===== src/rtl/cpu_sequencer.sv =====
// Jac1-8 multi-cycle control sequencer: fetch handshake, instruction
// register, single-cycle write-back gating, program counter and trap.
module cpu_sequencer #(
  parameter int PC_WIDTH          = 8,
  parameter int PROGRAM_DataWidth = 16,
  parameter int NumOpCodeBits     = 5,
  parameter int CNT_WIDTH         = 16
) (
  input  logic                         clk,
  input  logic                         rst_n,
  input  logic                         run,
  input  logic                         step,
  output logic                         prog_req,
  output logic [PC_WIDTH-1:0]          prog_addr,
  input  logic                         prog_ack,
  input  logic [PROGRAM_DataWidth-1:0] prog_data,
  output logic [PROGRAM_DataWidth-1:0] instr,
  input  logic                         dec_wr_en,
  input  logic                         dec_stat_wr_en,
  input  logic                         dec_cnt_wr_en,
  input  logic                         dec_add_offset,
  input  logic [PC_WIDTH-1:0]          dec_literal_adr,
  output logic                         rf_wr_en,
  output logic                         stat_wr_en,
  output logic [PC_WIDTH-1:0]          pc,
  output logic                         halted,
  output logic                         illegal,
  output logic [CNT_WIDTH-1:0]         retired
);

  typedef enum logic [2:0] {
    S_IDLE,
    S_FETCH,
    S_DECODE,
    S_EXEC,
    S_WB,
    S_TRAP
  } state_t;

  state_t                         r_state;
  logic [PC_WIDTH-1:0]            r_pc;
  logic [PROGRAM_DataWidth-1:0]   r_instr;
  logic [CNT_WIDTH-1:0]           r_retired;
  logic                           r_single;
  logic                           r_req;
  logic                           r_halted;
  logic                           r_illegal;

  logic [NumOpCodeBits-1:0]       w_op;
  logic                           w_reserved;
  logic [PC_WIDTH-1:0]            w_pc_nxt;
  logic                           w_wb;

  assign w_op = r_instr[PROGRAM_DataWidth-1 -: NumOpCodeBits];

  // Reserved opcodes: 0x0D..0x0F and 0x16..0x1F
  always_comb begin
    w_reserved = 1'b0;
    unique case (1'b1)
      (w_op >= NumOpCodeBits'(13)) && (w_op <= NumOpCodeBits'(15)):
        w_reserved = 1'b1;
      (w_op >= NumOpCodeBits'(22)):
        w_reserved = 1'b1;
      default:
        w_reserved = 1'b0;
    endcase
  end

  always_comb begin
    w_pc_nxt = r_pc + PC_WIDTH'(1);
    unique case (1'b1)
      dec_cnt_wr_en & dec_add_offset:
        w_pc_nxt = r_pc + dec_literal_adr;
      dec_cnt_wr_en & ~dec_add_offset:
        w_pc_nxt = dec_literal_adr;
      default:
        w_pc_nxt = r_pc + PC_WIDTH'(1);
    endcase
  end

  always_ff @(posedge clk) begin
    if (!rst_n) begin
      r_state   <= S_IDLE;
      r_pc      <= '0;
      r_instr   <= '0;
      r_retired <= '0;
      r_single  <= 1'b0;
      r_req     <= 1'b0;
      r_halted  <= 1'b1;
      r_illegal <= 1'b0;
    end else begin
      unique case (r_state)
        S_IDLE: begin
          if (run | step) begin
            r_state  <= S_FETCH;
            r_single <= ~run;
            r_req    <= 1'b1;
            r_halted <= 1'b0;
          end
        end
        S_FETCH: begin
          if (prog_ack) begin
            r_instr <= prog_data;
            r_state <= S_DECODE;
            r_req   <= 1'b0;
          end
        end
        S_DECODE: begin
          if (w_reserved) begin
            r_state   <= S_TRAP;
            r_illegal <= 1'b1;
            r_halted  <= 1'b1;
          end else begin
            r_state <= S_EXEC;
          end
        end
        S_EXEC: r_state <= S_WB;
        S_WB: begin
          r_pc      <= w_pc_nxt;
          r_retired <= r_retired + CNT_WIDTH'(1);
          r_single  <= 1'b0;
          if (run & ~r_single) begin
            r_state <= S_FETCH;
            r_req   <= 1'b1;
          end else begin
            r_state  <= S_IDLE;
            r_halted <= 1'b1;
          end
        end
        S_TRAP: r_state <= S_TRAP;
        default: begin
          r_state  <= S_IDLE;
          r_req    <= 1'b0;
          r_halted <= 1'b1;
        end
      endcase
    end
  end

  assign w_wb       = (r_state == S_WB);
  assign rf_wr_en   = w_wb & dec_wr_en;
  assign stat_wr_en = w_wb & dec_stat_wr_en;
  assign prog_req   = r_req;
  assign prog_addr  = r_pc;
  assign pc         = r_pc;
  assign instr      = r_instr;
  assign halted     = r_halted;
  assign illegal    = r_illegal;
  assign retired    = r_retired;

endmodule


===== config.mk =====
export PLATFORM = sky130hd
export DESIGN_NAME = cpu_sequencer
export DESIGN_NICKNAME = d
export VERILOG_FILES = /design/src/rtl/cpu_sequencer.sv
export SDC_FILE = /design/constraint.sdc
export NUM_CORES = 1
export LEC_CHECK = 0
export BUFFER_PORTS_ARGS = -buffer_cell sky130_fd_sc_hd__clkbuf_2
export CORE_ASPECT_RATIO = 1.1
export CORE_MARGIN = 2
export CORE_UTILIZATION = 49
export CTS_CLUSTER_DIAMETER = 60
export DETAILED_ROUTE_END_ITERATION = 8
export PLACE_DENSITY_LB_ADDON = 0.25
export SYNTH_ARGS = -nofsm -noshare
export SYNTH_HDL_FRONTEND = slang
export SYNTH_SLANG_ARGS = --single-unit

===== constraint.sdc =====
create_clock -name clk -period 2.1 [get_ports clk]
set_input_delay 0.315 -clock clk [delete_from_list [all_inputs] [get_ports clk]]
set_output_delay 0.315 -clock clk [all_outputs]
set_load 0.01 [all_outputs]

==> metrics.csv <==
stage;metric;value;unit
flow_run;max cap viols;0;
drt;DRT antenna net count;0;
setup_path;slowest stage cell, crit path;dfxtp_1;
setup_path;R2R setup slack;0.20;ns
logic_synthesis;Yosys reg bits;47;
logic_synthesis;Post-synth top cells;nand2_1, dfxtp_1, a21oi_1, nor2_1, nand3_1;
logic_synthesis;count of different cell masters after synthesis;44;
setup_path;max incr delay on CP;0.40;ns
pwr;Pleak;1.31;nW
setup_path;Register-to-Register Path Depth;8;
outcome;status;finished, final reports clean;
pwr;NetSw;456;uW
final_layout;Nets;412;
sta;max-slew violations;0;
drt;detailed router's first-iteration violation count;93;
setup_path;CP arrival;2.11;ns
logic_synthesis;Synth warnings;0;
global_routing;largest net degree at the start of global routing;18;
clocking;Clock Tree Buf Depth;2;
worst_hold_path;hold path endpoint;instr[11]$_SDFFE_PN0P_;
floorplan;DIE AREA;0.00546;mm2
logic_synthesis;Area contributors post-synth;dfxtp_1, nand2_1, a21oi_1;
setup_path;crit-path cells;ha_2, inv_1, fa_1, nor2b_2, o2111ai_1, nand4b_1, xnor2_1, a311oi_1;
placed_design;Cell Area, Placed;0.00282;mm2
setup_path;R2R Path Start;pc[0]$_SDFFE_PN0P_;
clocking;CTS tree;done;
logic_synthesis;EDFF count, synth;0;
final_layout;cell area after layout;0.00293;mm2
global_routing;initial antenna violation count;0;
logic_synthesis;Mapped Area;0.00239;mm2
drt;WL final;5340;um
floorplan;Ports;86;
drt;drt via density;5.28;
global_routing;Total GRT Usage;19.8;%
logic_synthesis;synthesized net count;335;
sta;final hold violation count;0;
pwr;Peak supply drop;0.358;mV
sta;slew of the pin with the lowest slew margin;0.591;ns
final_layout;Reg area;941;um2
worst_hold_path;start point of the worst hold path;prog_data[11];
sta;Layout Skew;0.00563;ns
global_routing;global-route wire length before repair;8900;um
floorplan;CORE AREA;0.00468;mm2
logic_synthesis;Synth top area share;39.3;%
final_layout;layout cell share with drive strength beyond 1;29.1;%
final_layout;final core utilization;62.5;%
clocking;H-tree depth;2;
pwr;Clk pwr share;34.0;%
sta;Total Neg Setup Slack;0;ns
pwr;Flop pwr share;53.4;%
placed_design;pre-CTS setup slack;0.0132;ns
clocking;clk_lat worst skew;0.30;ns
pwr;Switching Fraction;25.7;%
setup_path;critical path class;register to register;
pwr;Power Dens Cells;607;mW/mm2
setup_path;Crit Path Max Fanout;4;
final_layout;Area Growth Syn to Fin;22.3;%
sta;max frequency;525;MHz
logic_synthesis;syn_area_per_cell;8.17;um2
sta;RSZ-0062 raised after global routing;no;
drt;WL/cell;12.5;um
placed_design;Final HPWL DP;3950;um
worst_hold_path;Hold Crit Depth;3;
pwr;Pwr Total;1.78;mW
pwr;P_int;1.32;mW
logic_synthesis;Post-Synthesis Cells;293;
sta;worst setup margin;0.196;ns
sta;Rel. slew slack;60.5;%
final_layout;Fillers;455;
worst_hold_path;Hold Crit Class;input port to register;
pwr;combinational power share;12.6;%
global_routing;vias in the first global route;1964;
setup_path;Worst Path Required;2.31;ns
setup_path;CP endpoint kind;register;
sta;Finish-stage setup viols;0;
clocking;Num CTS Buffers;5;
logic_synthesis;count leader, synth;nand2_1;
global_routing;total grt overflow;0;
clocking;root buffer cell;clkbuf_8;
floorplan;Die W;70.7;um
logic_synthesis;fraction of registers with async set/reset;0;%
clocking;post-CTS setup buffers;0;
logic_synthesis;Post-synth top flop;dfxtp_1;
floorplan;FP Rows;26;
final_layout;multi-input combinational cell area;0.00130;mm2
drt;Residual DRC;0;
clocking;CTS clock-pin slew for the worst setup and hold paths;0.09;ns
floorplan;die height;77.3;um
clocking;clk sinks;47;
drt;DRT Pass-1 Iters;4;
drt;Vias;2254;
placed_design;routability cong.;0.863;
setup_path;CP Launch Type;register;
placed_design;I/O Buffers;85;
floorplan;Initial Util;51.1;%
setup_path;worst flop-to-flop path endpoint;pc[6]$_SDFFE_PN0P_;
sta;Period minus WS final;1.90;ns
logic_synthesis;largest area contributor in the netlist;dfxtp_1;
logic_synthesis;Seq/Total Area, Yosys;39.3;%
final_layout;n_diodes;0;
sta;Tcrit/Tclk final;90.7;%
==> per-layer routing <==
metal	part of all wire [%]	vias up	GRT usage (%)	routed length, um
li1	-	1160	-	-
met1	45	1016	26.2	2420
met2	48	76	32.5	2550
met3	6.7	2	4.34	359
met4	0.39	0	5.66	21
met5	0	-	0	0
==> stage by stage <==
step	std cells	hold WS, ns
finish	427	0.230
global route	427	0.227
CTS	427	0.222
detailed placement	419	0.450
global placement	419	0.441
floorplan	293	0.437
==> sequential cells by signal (all words and copies together), names as in the netlist <==
register  count
r_state       3
illegal       1
instr        16
r_single      1
prog_req      1
halted        1
retired      16
pc            8
==> layout make-up <==
| type | instances | share of cell area [%] |
|---|---|---|
| multi-input combinational | 215 | 44.3 |
| inverter | 8 | 1.03 |
| clock inverter | 1 | 0.256 |
| tap | 56 | 2.39 |
| sequential | 47 | 32.1 |
| timing repair buffer | 93 | 16.6 |
| clock buffer | 7 | 3.29 |
==> worst max path at each step <==
stage	slack (ns)	end	startpoint
5_1_grt	0.01	pc[6]$_SDFFE_PN0P_	pc[0]$_SDFFE_PN0P_
3_5_place_dp	0.01	pc[6]$_SDFFE_PN0P_	dec_add_offset
4_1_cts	0.14	pc[6]$_SDFFE_PN0P_	pc[0]$_SDFFE_PN0P_
2_1_floorplan	0.12	pc[4]$_SDFFE_PN0P_	dec_add_offset
6_report	0.20	pc[6]$_SDFFE_PN0P_	pc[0]$_SDFFE_PN0P_
3_3_place_gp	0.08	pc[4]$_SDFFE_PN0P_	dec_add_offset
==> worst max-delay path, delay by kind of cell (launching register included) <==
family                     cells  cell delay [ns]
adders and majority gates      2             0.60
buffers and inverters          1             0.05
xor gates and xnor gates       1             0.07
and+or+nand+nor                2             0.30
DFF                            1             0.40
AOI/OAI and AO/OA              2             0.40
==> placed cells by master (no fill, tap or decap), drive strengths merged <==
cell,netlist,layout
clkbuf,10,92
nand2,48,48
dfxtp,47,47
nor2,28,28
a21oi,26,26
nand3,12,12
and3,11,11
o21ai,10,10
xor2,10,10
xnor2,10,10
inv,8,8
buf,13,8
ha,8,8
a211oi,5,5
nand4,5,5
nand3b,3,3
o211ai,3,3
nor3,3,3
o21a,3,3
a311oi,3,3
and2,3,3
nand2b,2,2
o31ai,2,2
o22ai,2,2
a22oi,2,2
or3,2,2
nor2b,2,2
or2,2,2
nor4,2,2
nand4bb,1,1
a31oi,1,1
o41ai,1,1
o2111ai,1,1
nand4b,1,1
a21o,1,1
o32ai,1,1
fa,1,1
clkinvlp,0,1
==> kinds of logic after synthesis <==
family / Yosys count / synth area share (%)
AOI/OAI and AO/OA: 61 / 15.5
adders and majority gates: 9 / 5.02
buffers and inverters: 31 / 6.74
DFF: 47 / 39.3
and+or+nand+nor: 125 / 26.1
xor gates and xnor gates: 20 / 7.31
==> power groups by stage <==
stage | Sequential [mW] | Combinational [mW] | Clock [mW]
6_report | 0.949 | 0.224 | 0.603
5_1_grt | 0.955 | 0.253 | 0.658
4_1_cts | 0.949 | 0.226 | 0.623
3_5_place_dp | 0.970 | 0.225 | 0
3_3_place_gp | 0.969 | 0.222 | 0
2_1_floorplan | 0.970 | 0.140 | 0
==> what timing repair did <==
| item | 4_1_cts | 5_1_grt |
|---|---|---|
| resized for setup | 0 | 2 |
| endpoints found under the setup margin | 0 | 2 |
| hold buffers | 0 | 0 |
| endpoints found under the hold margin | 0 | 0 |
Power figures use the tool's default switching activity.
